### src/rtl/trap_ctrl_if.sv
// Decode, CSR and fetch-redirect signals of the trap sequencer.
// slave is the sequencer side, master drives decode/CSR inputs.
interface trap_ctrl_if;
  logic        instr_valid_i;
  logic [31:0] pc_i;
  logic        ecall_i;
  logic        illegal_i;
  logic        mret_i;
  logic        irq_ext_i;
  logic        mie_i;
  logic [31:0] epc_i;
  logic        mtimecmp_we_i;
  logic [31:0] mtimecmp_wdata_i;
  logic        kill_o;
  logic        stall_o;
  logic        save_epc_o;
  logic [31:0] epc_pc_o;
  logic        restore_o;
  logic        redirect_o;
  logic [31:0] redirect_pc_o;
  logic [31:0] mcause_o;
  logic [31:0] mtime_o;
  logic        timer_pending_o;

  modport slave (
    input  instr_valid_i, pc_i, ecall_i,
    input  illegal_i, mret_i, irq_ext_i,
    input  mie_i, epc_i,
    input  mtimecmp_we_i, mtimecmp_wdata_i,
    output kill_o, stall_o, save_epc_o,
    output epc_pc_o, restore_o, redirect_o,
    output redirect_pc_o, mcause_o,
    output mtime_o, timer_pending_o
  );

  modport master (
    output instr_valid_i, pc_i, ecall_i,
    output illegal_i, mret_i, irq_ext_i,
    output mie_i, epc_i,
    output mtimecmp_we_i, mtimecmp_wdata_i,
    input  kill_o, stall_o, save_epc_o,
    input  epc_pc_o, restore_o, redirect_o,
    input  redirect_pc_o, mcause_o,
    input  mtime_o, timer_pending_o
  );
endinterface

### src/rtl/trap_ctrl.sv
// Trap/interrupt sequencer: orders exceptions, interrupts and mret
// into trap-entry and return cycles, with a built-in machine timer.
module trap_ctrl #(
  parameter logic [31:0] MTVEC_BASE = 32'h0000_0010,
  parameter int          PRESCALE   = 1
) (
  input  logic        clk,
  input  logic        rst_n,
  trap_ctrl_if.slave  bus
);

  typedef enum logic [1:0] {
    IDLE,
    TRAP,
    MRET
  } state_e;

  localparam logic [7:0] PSC_TC = 8'(PRESCALE - 1);

  state_e      state_q;
  logic [7:0]  psc_q;
  logic [31:0] mtime_q;
  logic [31:0] mtimecmp_q;
  logic        pend_q;
  logic [31:0] epc_q;
  logic [31:0] cause_q;
  logic [31:0] mcause_q;

  logic        tick;
  logic        take_trap;
  logic        take_mret;
  logic [31:0] cause_d;

  assign tick = (psc_q == PSC_TC);

  always_ff @(posedge clk or negedge rst_n) begin
    if (!rst_n) begin
      psc_q      <= '0;
      mtime_q    <= '0;
      mtimecmp_q <= 32'hFFFF_FFFF;
      pend_q     <= 1'b0;
    end else begin
      psc_q  <= tick ? 8'd0 : psc_q + 8'd1;
      pend_q <= (mtime_q >= mtimecmp_q);
      if (tick)
        mtime_q <= mtime_q + 32'd1;
      if (bus.mtimecmp_we_i)
        mtimecmp_q <= bus.mtimecmp_wdata_i;
    end
  end

  // Priority: exceptions ignore MIE, interrupts need it.
  always_comb begin
    take_trap = 1'b0;
    take_mret = 1'b0;
    cause_d   = '0;
    if (state_q == IDLE && bus.instr_valid_i) begin
      priority case (1'b1)
        bus.illegal_i: begin
          take_trap = 1'b1;
          cause_d   = 32'd2;
        end
        bus.ecall_i: begin
          take_trap = 1'b1;
          cause_d   = 32'd11;
        end
        bus.mret_i:
          take_mret = 1'b1;
        (bus.mie_i && bus.irq_ext_i): begin
          take_trap = 1'b1;
          cause_d   = 32'h8000_000B;
        end
        (bus.mie_i && pend_q): begin
          take_trap = 1'b1;
          cause_d   = 32'h8000_0007;
        end
        default: ;
      endcase
    end
  end

  always_ff @(posedge clk or negedge rst_n) begin
    if (!rst_n) begin
      state_q  <= IDLE;
      epc_q    <= '0;
      cause_q  <= '0;
      mcause_q <= '0;
    end else begin
      case (state_q)
        IDLE: begin
          if (take_trap) begin
            epc_q   <= bus.pc_i;
            cause_q <= cause_d;
            state_q <= TRAP;
          end else if (take_mret) begin
            state_q <= MRET;
          end
        end
        TRAP: begin
          mcause_q <= cause_q;
          state_q  <= IDLE;
        end
        MRET:    state_q <= IDLE;
        default: state_q <= IDLE;
      endcase
    end
  end

  assign bus.kill_o          = take_trap | take_mret;
  assign bus.stall_o         = (state_q != IDLE);
  assign bus.save_epc_o      = (state_q == TRAP);
  assign bus.restore_o       = (state_q == MRET);
  assign bus.redirect_o      = (state_q != IDLE);
  assign bus.epc_pc_o        = epc_q;
  assign bus.mcause_o        = mcause_q;
  assign bus.mtime_o         = mtime_q;
  assign bus.timer_pending_o = pend_q;

  always_comb begin
    bus.redirect_pc_o = '0;
    if (state_q == TRAP)
      bus.redirect_pc_o = MTVEC_BASE;
    else if (state_q == MRET)
      bus.redirect_pc_o = bus.epc_i;
  end

endmodule

### src/flat_wrapper.sv
// flat-port wrapper written by rule: the top's interface ports become plain ports
module trap_ctrl_flat 
#(
  parameter logic [31:0] MTVEC_BASE = 32'h0000_0010,
  parameter int          PRESCALE   = 1
)
  (clk, rst_n, bus_instr_valid_i, bus_pc_i, bus_ecall_i, bus_illegal_i, bus_mret_i, bus_irq_ext_i, bus_mie_i, bus_epc_i, bus_mtimecmp_we_i, bus_mtimecmp_wdata_i, bus_kill_o, bus_stall_o, bus_save_epc_o, bus_epc_pc_o, bus_restore_o, bus_redirect_o, bus_redirect_pc_o, bus_mcause_o, bus_mtime_o, bus_timer_pending_o);
  trap_ctrl_if bus_i ();
  input  logic clk;
  input  logic rst_n;
  input wire logic [$bits(bus_i.instr_valid_i)-1:0] bus_instr_valid_i;
  input wire logic [$bits(bus_i.pc_i)-1:0] bus_pc_i;
  input wire logic [$bits(bus_i.ecall_i)-1:0] bus_ecall_i;
  input wire logic [$bits(bus_i.illegal_i)-1:0] bus_illegal_i;
  input wire logic [$bits(bus_i.mret_i)-1:0] bus_mret_i;
  input wire logic [$bits(bus_i.irq_ext_i)-1:0] bus_irq_ext_i;
  input wire logic [$bits(bus_i.mie_i)-1:0] bus_mie_i;
  input wire logic [$bits(bus_i.epc_i)-1:0] bus_epc_i;
  input wire logic [$bits(bus_i.mtimecmp_we_i)-1:0] bus_mtimecmp_we_i;
  input wire logic [$bits(bus_i.mtimecmp_wdata_i)-1:0] bus_mtimecmp_wdata_i;
  output wire logic [$bits(bus_i.kill_o)-1:0] bus_kill_o;
  output wire logic [$bits(bus_i.stall_o)-1:0] bus_stall_o;
  output wire logic [$bits(bus_i.save_epc_o)-1:0] bus_save_epc_o;
  output wire logic [$bits(bus_i.epc_pc_o)-1:0] bus_epc_pc_o;
  output wire logic [$bits(bus_i.restore_o)-1:0] bus_restore_o;
  output wire logic [$bits(bus_i.redirect_o)-1:0] bus_redirect_o;
  output wire logic [$bits(bus_i.redirect_pc_o)-1:0] bus_redirect_pc_o;
  output wire logic [$bits(bus_i.mcause_o)-1:0] bus_mcause_o;
  output wire logic [$bits(bus_i.mtime_o)-1:0] bus_mtime_o;
  output wire logic [$bits(bus_i.timer_pending_o)-1:0] bus_timer_pending_o;
  assign bus_i.instr_valid_i = bus_instr_valid_i;
  assign bus_i.pc_i = bus_pc_i;
  assign bus_i.ecall_i = bus_ecall_i;
  assign bus_i.illegal_i = bus_illegal_i;
  assign bus_i.mret_i = bus_mret_i;
  assign bus_i.irq_ext_i = bus_irq_ext_i;
  assign bus_i.mie_i = bus_mie_i;
  assign bus_i.epc_i = bus_epc_i;
  assign bus_i.mtimecmp_we_i = bus_mtimecmp_we_i;
  assign bus_i.mtimecmp_wdata_i = bus_mtimecmp_wdata_i;
  assign bus_kill_o = bus_i.kill_o;
  assign bus_stall_o = bus_i.stall_o;
  assign bus_save_epc_o = bus_i.save_epc_o;
  assign bus_epc_pc_o = bus_i.epc_pc_o;
  assign bus_restore_o = bus_i.restore_o;
  assign bus_redirect_o = bus_i.redirect_o;
  assign bus_redirect_pc_o = bus_i.redirect_pc_o;
  assign bus_mcause_o = bus_i.mcause_o;
  assign bus_mtime_o = bus_i.mtime_o;
  assign bus_timer_pending_o = bus_i.timer_pending_o;
  trap_ctrl #(.MTVEC_BASE(MTVEC_BASE), .PRESCALE(PRESCALE)) u_core (.clk(clk), .rst_n(rst_n), .bus(bus_i));
endmodule
### config.mk
export PLATFORM = sky130hd
export DESIGN_NAME = trap_ctrl_flat
export DESIGN_NICKNAME = d
export VERILOG_FILES = /design/src/rtl/trap_ctrl_if.sv /design/src/rtl/trap_ctrl.sv /design/src/flat_wrapper.sv
export SDC_FILE = /design/constraint.sdc
export NUM_CORES = 1
export LEC_CHECK = 0
export ABC_AREA = 0
export BUFFER_PORTS_ARGS = -buffer_cell sky130_fd_sc_hd__buf_4
export CAP_MARGIN = 10
export CORE_ASPECT_RATIO = 1.5
export CORE_MARGIN = 3
export CORE_UTILIZATION = 40
export CTS_CLUSTER_SIZE = 20
export DETAILED_ROUTE_END_ITERATION = 7
export GPL_ROUTABILITY_DRIVEN = 0
export MAX_ROUTING_LAYER = met4
export PLACE_DENSITY = 0.79
export SLEW_MARGIN = 10
export SYNTH_ARGS = -nofsm -noshare
export SYNTH_HDL_FRONTEND = slang
export SYNTH_SLANG_ARGS = --single-unit
export TNS_END_PERCENT = 50
### constraint.sdc
create_clock -name clk -period 2.5 [get_ports clk]
set_clock_uncertainty 0.05 [all_clocks]
set_input_delay 0.25 -clock clk [delete_from_list [all_inputs] [get_ports clk]]
set_output_delay 0.25 -clock clk [all_outputs]
set_load 0.05 [all_outputs]
### Yosys cells after proc, flatten, opt, wreduce, memory -nomap -nowiden

Index checks and enable logic that the tools add are counted.
W data, S select, Z words.

| word-level totals | value |
|---|---|
| flip-flop bits (word level) | 171 |
| bits of input ports | 105 |
| output and inout port bits | 134 |
| logic and storage cells | 44 |

| cells by class | value |
|---|---|
| add/subtract/negate cells | 2 |
| order comparisons | 1 |
| equality and inequality tests | 3 |
| multiplexer cells | 22 |
| bitwise logic cells | 1 |
| reductions and logical operators | 7 |

Operators with widths:

| operator | count |
|---|---|
| $mux W32 | 8 |
| $add A32 B1 Y32 const B | 1 |
| $ge A32 B32 Y1 | 1 |
| $mux W1 | 10 |
| $add A8 B1 Y8 const B | 1 |
| $logic_not A8 Y1 | 1 |
| $mux W8 | 1 |
| $mux W2 | 3 |
| $logic_and A1 B1 Y1 | 3 |
| $ne A3 B1 Y1 const B | 1 |
| $eq A2 B1 Y1 const B | 1 |
| $eq A2 B2 Y1 const B | 1 |
| $logic_not A2 Y1 | 1 |
| $reduce_and A2 Y1 | 1 |
| $reduce_bool A2 Y1 | 1 |
| $or A1 B1 Y1 | 1 |

### Logic depth before layout (Yosys ltp)

Gate-level depths: netlist of run 1.

| logic depth | value |
|---|---|
| word-level depth | 9 |
| depth in mapped cells | 7 |
| depth with buffers taken out | 7 |

### Least setup slack after synthesis of run 1

OpenSTA, ideal clock, no wires.

| timing | value |
|---|---|
| path kind | register to output |
| start | register u_core.pend_q, in the netlist u_core.bus.timer_pending_o |
| end | output bus_kill_o |
| arrival time | 2,014 ps |
| required time | 2,200 ps |
| path slack | 186 ps |
| cell stages (with the launch flop) | 6 |
| path buffers | 2 |
| cells stage by stage | dfrtp_1 -> o21a_1 -> o311a_1 -> clkbuf_1 -> clkbuf_1 -> or2_2 |

| on the way | value |
|---|---|
| word-level cells in the longest chain between the ends | 8 |

RTL lines:

| what | line | text |
|---|---|---|
| start, declared | trap_ctrl.sv:24 | `logic pend_q;` |
| start signal, assigned | trap_ctrl.sv:44 | `pend_q <= (mtime_q >= mtimecmp_q);` |
| $logic_and A1 B1 Y1 | trap_ctrl.sv:73 | `(bus.mie_i && pend_q): begin` |
| $mux W1 (5 in a row) | trap_ctrl.sv:58 | `priority case (1'b1)` |
| $mux W1 | trap_ctrl.sv:57 | `if (state_q == IDLE && bus.instr_valid_i) begin` |
| $or A1 B1 Y1 | trap_ctrl.sv:109 | `assign bus.kill_o = take_trap \| take_mret;` |
| end, declared | flat_wrapper.sv:21 | `output wire logic [$bits(bus_i.kill_o)-1:0] bus_kill_o;` |

Every way passes these cells.

### Worst setup path after layout of run 1

Same ends and word-level chain as after synthesis.

==> results of run 1 <==
-- per-stage QoR --
stage            util  cells  hold WS [ns]    TNS, ns  power (W)
2_1_floorplan       -    582      -0.09559          0   0.003028
3_3_place_gp   0.5341    950        0.2835          0   0.003432
3_5_place_dp   0.5341    950        0.2908          0   0.003460
4_1_cts        0.5947   1006     0.0002670          0   0.006066
5_1_grt        0.5948   1006      0.007877  -0.002425   0.006237
6_report       0.5948   1006      0.009268          0   0.006000
-- timing repair --
item,in CTS,in global routing
resized for setup,0,1
endpoints found under the hold margin,60,0
setup endpoints to repair,0,2
hold buffers,24,0
-- power groups by stage --
| stage | Clock, W | Sequential (W) | Combinational [W] |
|---|---|---|---|
| floorplan | 0 | 0.00259 | 0.000434 |
| global placement | 0 | 0.00219 | 0.00124 |
| detailed placement | 0 | 0.00220 | 0.00126 |
| CTS | 0.00260 | 0.00217 | 0.00129 |
| global route | 0.00269 | 0.00219 | 0.00136 |
| finish | 0.00255 | 0.00217 | 0.00128 |
-- worst max-delay path by stage --
stage | from | endpoint | slack, ns | cells after the start
2_1_floorplan | u_core.bus.timer_pending_o$_DFF_PN0_ | bus_kill_o | 0.19 | 5
3_3_place_gp | u_core.mtimecmp_q[5]$_DFFE_PN1P_ | u_core.bus.timer_pending_o$_DFF_PN0_ | 0.14 | 7
3_5_place_dp | u_core.mtimecmp_q[17]$_DFFE_PN1P_ | u_core.bus.timer_pending_o$_DFF_PN0_ | 0.19 | 7
4_1_cts | u_core.mtimecmp_q[17]$_DFFE_PN1P_ | u_core.bus.timer_pending_o$_DFF_PN0_ | 0.06 | 7
5_1_grt | u_core.psc_q[0]$_DFF_PN0_ | u_core.bus.mtime_o[28]$_DFFE_PN0N_ | -0.002 | 7
6_report | u_core.bus.timer_pending_o$_DFF_PN0_ | bus_kill_o | 0.10 | 4
-- logic make-up after synthesis --
logic type	share of synthesized area
other	0.0006421
DFF	0.5081
muxes	0.06555
xor gates and xnor gates	0.05548
and+or+nand+nor	0.1534
buffers and inverters	0.07712
adders and majority gates	0.07498
AOI/OAI and AO/OA	0.06470
-- metal layers --
| layer | GRT usage | part of all wire |
|---|---|---|
| met1 | 0.2023 | 0.35 |
| met2 | 0.3768 | 0.53 |
| met3 | 0.08148 | 0.088 |
| met4 | 0.06629 | 0.023 |
| met5 | - | 0 |
-- cell usage after synthesis, types with 2 or more instances --
| library cell | n | share of area |
|---|---|---|
| nor3_2 | 2 | 0.0034 |
| and2_1 | 32 | 0.034 |
| nand3_1 | 17 | 0.015 |
| buf_4 | 28 | 0.036 |
| o22ai_1 | 2 | 0.0021 |
| dfrtp_1 | 85 | 0.36 |
| or4_4 | 2 | 0.0039 |
| nand2_1 | 55 | 0.035 |
| and4_1 | 4 | 0.0060 |
| nand4_1 | 11 | 0.012 |
| inv_1 | 47 | 0.030 |
| a21o_1 | 4 | 0.0051 |
| nor2b_1 | 3 | 0.0032 |
| a211oi_1 | 2 | 0.0026 |
| mux2_2 | 34 | 0.066 |
| nor2_1 | 23 | 0.015 |
| or2_2 | 5 | 0.0054 |
| nor3_1 | 8 | 0.0069 |
| ha_1 | 35 | 0.075 |
| nand2b_1 | 2 | 0.0021 |
| o21ai_0 | 41 | 0.035 |
| xor2_1 | 18 | 0.027 |
| and3_1 | 5 | 0.0054 |
| a21oi_1 | 9 | 0.0077 |
| dfstp_2 | 32 | 0.14 |
| clkbuf_1 | 17 | 0.011 |
| xnor2_1 | 19 | 0.028 |
-- cell type report --
cell class                      instances  area (um2)  area share
Clock inverter                         15       193.9     0.02298
Clock buffer                           17       425.4     0.05040
Sequential cell                       117        2968      0.3516
Multi-Input combinational cell        373        2525      0.2991
Timing Repair Buffer                  245        1912      0.2265
Tap cell                              192       240.2     0.02846
Inverter                               47       176.4     0.02090
-- sequential cells by signal, indices dropped and copies added, names as in the netlist --
name	cells
u_core.bus.epc_pc_o	32
u_core.bus.mtime_o	32
u_core.mtimecmp_q	32
u_core.psc_q	8
u_core.bus.mcause_o	5
u_core.cause_q	5
u_core.state_q	2
u_core.bus.timer_pending_o	1
-- worst max-delay path, cell delays in order (launching register included) --
cell and delay (ns):
dfrtp_1 0.44, o21a_1 0.24, o311a_2 0.48, or2_2 0.34, buf_4 0.19
==> summary.txt, run 1 <==
status - finished, final reports clean
initial core utilization - 0.4116
wire length per cell - 16.03 um
grt ovf - 0
final wirelength - 16120 um
Max Buffers Root-to-Sink - 2
antenna violations before repair - 0
# setup viols final - 0
Final Max Tran Viols - 0
Root Buffer - clkbuf_16
combinational power share - 0.213
core footprint - 0.01419 mm2
placed wire-length estimate - 12450 um
Async S/R FF share, synth - 1.000
Port-buffer cells - 211
final net count - 941
dpl ws - 0.1893 ns
Max-Cap Viols - 0
vias in the first global route - 5091
Final Cycle Share - 0.9582
clock power share - 0.426
capturing element type of the critical path - output port
GRT Resource Usage Total - 0.2079
R2R Path Start - u_core.mtimecmp_q[17]$_DFFE_PN1P_
syn avg cell area - 10.50 um2
Tmin final - 2.395 ns
Net Sw Power - 0.001860 W
via/cell ratio - 4.776
area of the mapped netlist - 0.005841 mm2
Max Freq - 417.5 MHz
worst-case reg-to-reg path depth - 7
post-CTS setup buffers - 0
largest net degree at the start of global routing - 64
Required @ worst endpoint - 2.20 ns
final setup margin - 0.1046 ns
hold path cells - 3
Startpoint Class - flip-flop
most common cell after layout, fill and taps aside - buf_4
worst min-delay path category - in -> reg
critical path peak fanout - 13
post-route cell area - 0.008441 mm2
first-pass GRT wire length - 25560 um
TritonCTS buffer count - 17
drt drc - 0
synth unique cells - 41
Layout area overhead - 44.52%
total die area - 0.01612 mm2
post-route ant nets - 0
drt first pass iters - 4
Final Hold Vio Count - 0
H-tree levels - 4
Max VDD drop - 0.5692 mV
Clock Sinks - 117
CP arrival - 2.10 ns
die height - 154.0 um
CTS clk-pin slew, worst paths - 0.06 ns
Post-synth EDFFs - 0
register area share after synthesis - 0.5081
Setup Crit Path Kind - reg -> out
cell count after synthesis - 556
worst-skew pair later-pin latency - 0.41 ns
Int Pwr - 0.004140 W
most frequent cells in the layout - buf_4 (220), dfrtp_1 (85), nand2_1 (55), inv_1 (47), o21ai_0 (41)
CTS tree - yes
leakage - 4.271 nW
Placed Instance Area - 0.007580 mm2
initial DRC count - 150
#FFs+latches synth - 117
Synth Flop Type - dfrtp_1
Ports - 239
row cnt - 53
relative slew slack - 0.5477
Synthesis Warnings - 0
antenna cells - 0
Worst Tran Pin Value - 0.6785 ns
Net Sw Frac - 0.3100
pwr/cell area - 710.8 mW/mm2
fillers - 1178
reg2reg end - u_core.bus.timer_pending_o$_DFF_PN0_
Die X - 104.7 um
RSZ-0062 raised after global routing - yes
R2R Setup Slk - 0.11 ns
via count - 4805
sequential share of power - 0.361
fraction of layout cells with a size suffix above 1 - 0.4066
Hold Path End - u_core.mtimecmp_q[11]$_DFFE_PN1P_
hold path startpoint - bus_mtimecmp_wdata_i[11]
(Power assumes the default switching activity.)
==> inputs of run 2 (changes only) <==
--- a/config.mk
+++ b/config.mk
@@ -10,12 +10,14 @@
 export CAP_MARGIN = 10
 export CORE_ASPECT_RATIO = 1.5
 export CORE_MARGIN = 3
-export CORE_UTILIZATION = 40
+export CORE_UTILIZATION = 49
 export CTS_CLUSTER_SIZE = 20
 export DETAILED_ROUTE_END_ITERATION = 7
 export GPL_ROUTABILITY_DRIVEN = 0
+export HOLD_SLACK_MARGIN = 0.05
 export MAX_ROUTING_LAYER = met4
-export PLACE_DENSITY = 0.79
+export PLACE_DENSITY = 0.92
+export SKIP_LAST_GASP = 1
 export SLEW_MARGIN = 10
 export SYNTH_ARGS = -nofsm -noshare
 export SYNTH_HDL_FRONTEND = slang
==> run 2 against run 1 <==
Sequential power is essentially flat; critical path type unchanged; non-clock buffer count grew 40; hold slack better by 0.090 ns; worst setup slack lost 0.052 ns; cell count fell by 0.20%; register-to-register slack lost 0.02 ns.
==> summary.txt, run 2 (synthesis results as in run 1) <==
initial DRC count - 268
fillers - 731
GRT Resource Usage Total - 0.2921
relative slew slack - 0.5736
vias in the first global route - 5477
pwr/cell area - 680.1 mW/mm2
wire length per cell - 18.31 um
combinational power share - 0.228
Final Max Tran Viols - 0
Port-buffer cells - 211
CP delay by family, top - compound AO/OA/AOI/OAI gates
worst-skew pair later-pin latency - 0.41 ns
Clock Sinks - 117
die height - 139.7 um
biggest cell delay along the critical path - 0.53 ns
hold slack - 0.09919 ns
row cnt - 48
Final Hold Vio Count - 0
Final Cycle Share - 0.9789
Layout area overhead - 50.60%
CP arrival - 2.15 ns
status - finished, final reports clean
grt ovf - 0
Die X - 95.14 um
critical path peak fanout - 13
capturing element type of the critical path - output port
initial core utilization - 0.5039
drt first pass iters - 5
CTS tree - yes
# setup viols final - 0
leakage - 4.442 nW
most common cell after layout, fill and taps aside - buf_4
most frequent cells in the layout - buf_4 (217), dfrtp_1 (85), dlygate4sd3_1 (66), nand2_1 (55), inv_1 (47)
Net Sw Frac - 0.2984
RSZ-0062 raised after global routing - yes
TritonCTS buffer count - 17
CP Cell Sequence - o21a_1 > o311a_1 > or2_2 > buf_4
H-tree levels - 4
antenna cells - 0
Max Buffers Root-to-Sink - 2
Setup Crit Path Kind - reg -> out
Max-Cap Viols - 0
via count - 5111
Int Pwr - 0.004197 W
setup TNS - 0 ns
Max Freq - 408.6 MHz
Tmin final - 2.447 ns
CP max stage cell - o311a_1
Max VDD drop - 0.4982 mV
post-CTS setup buffers - 0
R2R Setup Slk - 0.09 ns
Net Sw Power - 0.001785 W
antenna violations before repair - 0
total die area - 0.01329 mm2
worst min-delay path category - in -> reg
post-route ant nets - 0
fraction of layout cells with a size suffix above 1 - 0.3864
first-pass GRT wire length - 28460 um
drt drc - 0
placed wire-length estimate - 12620 um
Root Buffer - clkbuf_16
final wirelength - 18380 um
Startpoint Class - flip-flop
sequential share of power - 0.364
clock power share - 0.408
final net count - 981
core footprint - 0.01159 mm2
Ports - 239
largest net degree at the start of global routing - 64
Required @ worst endpoint - 2.20 ns
WP buf/inv - 1
CTS clk-pin slew, worst paths - 0.06 ns
via/cell ratio - 5.091
Worst Tran Pin Value - 0.6396 ns
==> run 2: cell types whose count changed in the layout (fill, tap and decap cells not counted), moves of 2 or more <==
cell and delta:
dlygate4sd3_1 +42, inv_8 -2, clkbuf_8 +2, inv_6 -5, clkinv_2 +6, buf_4 -3
clkinv_4 -2, nor3_2 +2, clkbuf_1 +2, nor3_1 -2
==> run 2: layout make-up <==
class                   count  area (um2)  share of cell area
multi-input cells         373        2541              0.2889
inverters                  47       176.4             0.02006
flip-flops and latches    117        2968              0.3374
well taps                 150       187.7             0.02134
clock inverters            11       132.6             0.01508
clock buffers              21       460.4             0.05235
repair buffers            285        2330              0.2649
==> run 2: repair_timing <==
item | 4_1_cts | 5_1_grt
endpoints found under the setup margin | 1 | 4
resized for setup | 1 | 3
cloned | 0 | 0
endpoints found under the hold margin | 83 | 0
hold buffers | 66 | 0
pin swaps | 0 | 0
==> run 2: power groups by stage <==
stage	sequential [W]	clock [W]	combinational (W)
2_1_floorplan	0.00259	0	0.000434
3_3_place_gp	0.00219	0	0.00124
3_5_place_dp	0.00220	0	0.00126
6_report	0.00218	0.00244	0.00136
5_1_grt	0.00219	0.00256	0.00144
4_1_cts	0.00217	0.00248	0.00136
==> run 2: final timing paths <==
check,from,endpoint,cells after the start
max,u_core.bus.timer_pending_o$_DFF_PN0_,bus_kill_o,4
min,bus_ecall_i,u_core.cause_q[0]$_DFFE_PN0P_,3
max reg2reg,u_core.mtimecmp_q[5]$_DFFE_PN1P_,u_core.bus.timer_pending_o$_DFF_PN0_,7
min reg2reg,u_core.cause_q[1]$_DFFE_PN0P_,u_core.cause_q[1]$_DFFE_PN0P_,1
max in group asynchronous,rst_n,u_core.bus.epc_pc_o[15]$_DFFE_PN0P_,3
min in group asynchronous,rst_n,u_core.bus.mtime_o[31]$_DFFE_PN0N_,2
==> run 2: worst min-delay path, cell delays in order <==
cell and delay [ns]:
buf_4 0.11, nor2_1 0.04, o22ai_1 0.10
==> run 2: through the flow <==
stage                       util  worst slack, ns  instances  total power, W  area, um2
after floorplan                -           0.1860        582        0.003028       5938
after global routing      0.7589         -0.03432       1004        0.006200       8796
after CTS                 0.7578          0.04907       1004        0.006003       8783
final                     0.7589          0.05277       1004        0.005982       8796
after global placement    0.6491         -0.04010        906        0.003429       7523
after detailed placement  0.6491         -0.08378        906        0.003467       7523
==> run 2: per-layer routing <==
layer  GRT usage  part of all wire  up-vias
met5           -                 0        -
met4      0.1285             0.039        0
met3      0.1320              0.12       44
met2      0.4865              0.51      233
met1      0.2866              0.33     2465
li1            -                 -     2369
==> inputs of run 3 (changes only) <==
--- a/config.mk
+++ b/config.mk
@@ -6,17 +6,17 @@
 export NUM_CORES = 1
 export LEC_CHECK = 0
 export ABC_AREA = 0
-export BUFFER_PORTS_ARGS = -buffer_cell sky130_fd_sc_hd__buf_4
 export CAP_MARGIN = 10
 export CORE_ASPECT_RATIO = 1.5
 export CORE_MARGIN = 3
-export CORE_UTILIZATION = 49
+export CORE_UTILIZATION = 55
 export CTS_CLUSTER_SIZE = 20
 export DETAILED_ROUTE_END_ITERATION = 7
+export DONT_BUFFER_PORTS = 1
 export GPL_ROUTABILITY_DRIVEN = 0
 export HOLD_SLACK_MARGIN = 0.05
 export MAX_ROUTING_LAYER = met4
-export PLACE_DENSITY = 0.92
+export PLACE_DENSITY = 0.81
 export SKIP_LAST_GASP = 1
 export SLEW_MARGIN = 10
 export SYNTH_ARGS = -nofsm -noshare
==> constraint.sdc (replaced) <==
create_clock -name clk -period 3.1 [get_ports clk]
set_clock_uncertainty 0.05 [all_clocks]
set_input_delay 0.31 -clock clk [delete_from_list [all_inputs] [get_ports clk]]
set_output_delay 0.31 -clock clk [all_outputs]
set_load 0.05 [all_outputs]
==> run 3 against run 2 <==
Sequential power down 4%; total power down 26%; worst setup slack better by 0.42 ns; combinational power shrank 64%; global-route usage rose by 0.48 points; utilization is 4.8 points lower; wire length is 8.6% lower; critical path depth rose by 2; non-clock buffer count decreased by 194; clock power decreased by 25%; final area shrank 17%; sequential share of layout area rose by 7.0 points; critical endpoint is now u_core.bus.timer_pending_o$_DFF_PN0_; highest routed layer unchanged.
==> summary.txt, run 3 (synthesis results as in run 1) <==
status - finished, final reports clean
R2R Path Start - u_core.bus.mtime_o[22]$_DFFE_PN0N_
H-tree levels - 4
Die X - 90.14 um
row cnt - 45
final net count - 787
most frequent cells in the layout - dfrtp_1 (85), dlygate4sd3_1 (68), nand2_1 (55), inv_1 (47), o21ai_0 (41)
setup TNS - 0 ns
post-route ant nets - 0
vias in the first global route - 4518
Root Buffer - clkbuf_16
Hold Path End - u_core.cause_q[3]$_DFFE_PN0P_
Final Instance Count excl. Fillers - 801
FF+latch area - 0.002968 mm2
RSZ-0062 raised after global routing - no
Max Freq - 380.6 MHz
GRT Resource Usage Total - 0.2969
worst-skew pair later-pin latency - 0.40 ns
Port-buffer cells - 0
fraction of layout cells with a size suffix above 1 - 0.1958
# setup viols final - 0
number of instances in the placed design - 699
capturing element type of the critical path - flip-flop
Setup Crit Path Kind - reg -> reg
Ports - 239
initial DRC count - 274
leakage - 3.449 nW
pwr/cell area - 603.7 mW/mm2
Multi-input gate area - 0.002522 mm2
first-pass GRT wire length - 25940 um
CP arrival - 2.82 ns
drt first pass iters - 5
Layout area overhead - 24.72%
antenna violations before repair - 1
fillers - 696
final wirelength - 16810 um
placed wire-length estimate - 12110 um
worst min-delay path category - in -> reg
grt ovf - 0
hold path startpoint - bus_irq_ext_i
most common cell after layout, fill and taps aside - dfrtp_1
CTS tree - yes
TritonCTS buffer count - 17
Max-Cap Viols - 0
total die area - 0.01192 mm2
wire length per cell - 20.99 um
Final Hold Vio Count - 0
relative slew slack - 0.3633
Tmin final - 2.627 ns
CTS-repair resized insts - 0
core footprint - 0.01025 mm2
Max Buffers Root-to-Sink - 2
R2R Setup Slk - 0.47 ns
critical path peak fanout - 5
via count - 4383
drt drc - 0
hold buffer count at cts - 70
Clock Sinks - 117
Final Max Tran Viols - 0
Final Cycle Share - 0.8475
initial core utilization - 0.5700
worst-case reg-to-reg path depth - 6
CTS clk-pin slew, worst paths - 0.05 ns
largest net degree at the start of global routing - 118
reg2reg end - u_core.bus.timer_pending_o$_DFF_PN0_
die height - 132.2 um
hold path cells - 2
Required @ worst endpoint - 3.29 ns
Worst Tran Pin Value - 0.9540 ns
via/cell ratio - 5.472
post-CTS setup buffers - 0
Max VDD drop - 0.4186 mV
Startpoint Class - flip-flop
[run 3: changes by cell type in the layout (fill, tap and decap cells not counted), moves of 2 or more]
cell and delta:
buf_4 -196, bufinv_16 -2, clkinv_2 -2, dlygate4sd3_1 +2
nor3_1 +2, nor3_2 -2
[run 3: routing by layer]
| layer | vias up | track usage | wire length, um |
|---|---|---|---|
| li1 | 1989 | - | - |
| met1 | 2129 | 0.2729 | 5269 |
| met2 | 242 | 0.4927 | 8669 |
| met3 | 23 | 0.2085 | 2666 |
| met4 | 0 | 0.08177 | 206 |
| met5 | - | - | 0 |
[run 3: cell type report]
cell class,count,area share
tap,141,0.02422
multi-input combinational,373,0.3463
inverter,47,0.02422
antenna,1,0.0003435
sequential,117,0.4074
timing repair buffer,91,0.1216
clock buffer,22,0.06510
clock inverter,9,0.01082
[run 3: worst max path at each step]
stage | slack, ns | end | start | cells after the start
2_1_floorplan | 0.73 | bus_kill_o | u_core.bus.timer_pending_o$_DFF_PN0_ | 5
3_3_place_gp | 0.56 | u_core.bus.timer_pending_o$_DFF_PN0_ | u_core.bus.mtime_o[18]$_DFFE_PN0N_ | 6
3_5_place_dp | 0.54 | u_core.bus.timer_pending_o$_DFF_PN0_ | u_core.bus.mtime_o[16]$_DFFE_PN0N_ | 6
4_1_cts | 0.40 | u_core.bus.timer_pending_o$_DFF_PN0_ | u_core.bus.mtime_o[16]$_DFFE_PN0N_ | 6
5_1_grt | 0.27 | u_core.bus.timer_pending_o$_DFF_PN0_ | u_core.bus.mtime_o[16]$_DFFE_PN0N_ | 6
6_report | 0.47 | u_core.bus.timer_pending_o$_DFF_PN0_ | u_core.bus.mtime_o[22]$_DFFE_PN0N_ | 6
[run 3: worst max-delay path: stages (launching register included)]
cell	delay [ns]
dfrtp_1	0.74
ha_1	0.36
a21oi_1	0.14
nand2_1	0.07
a221o_1	0.32
a2111oi_0	0.58
o21ai_0	0.20
[run 3: power by group]
group	switching [W]	internal, W
combinational	0.000298	0.000190
sequential	0.000407	0.00169
clock	0.000664	0.00115
total	0.00137	0.00303
[run 3: metrics by stage]
step	setup WS, ns	power, W	instance area (um2)	hold slack (ns)	util
5_1_grt	0.2716	0.004546	7284	0.09888	0.7109
3_3_place_gp	0.5612	0.002456	6001	-0.03060	0.5856
2_1_floorplan	0.7260	0.002442	5938	-0.03559	-
3_5_place_dp	0.5434	0.002482	6001	-0.03193	0.5856
6_report	0.4727	0.004398	7284	0.07219	0.7109
4_1_cts	0.3993	0.004413	7282	0.06127	0.7106
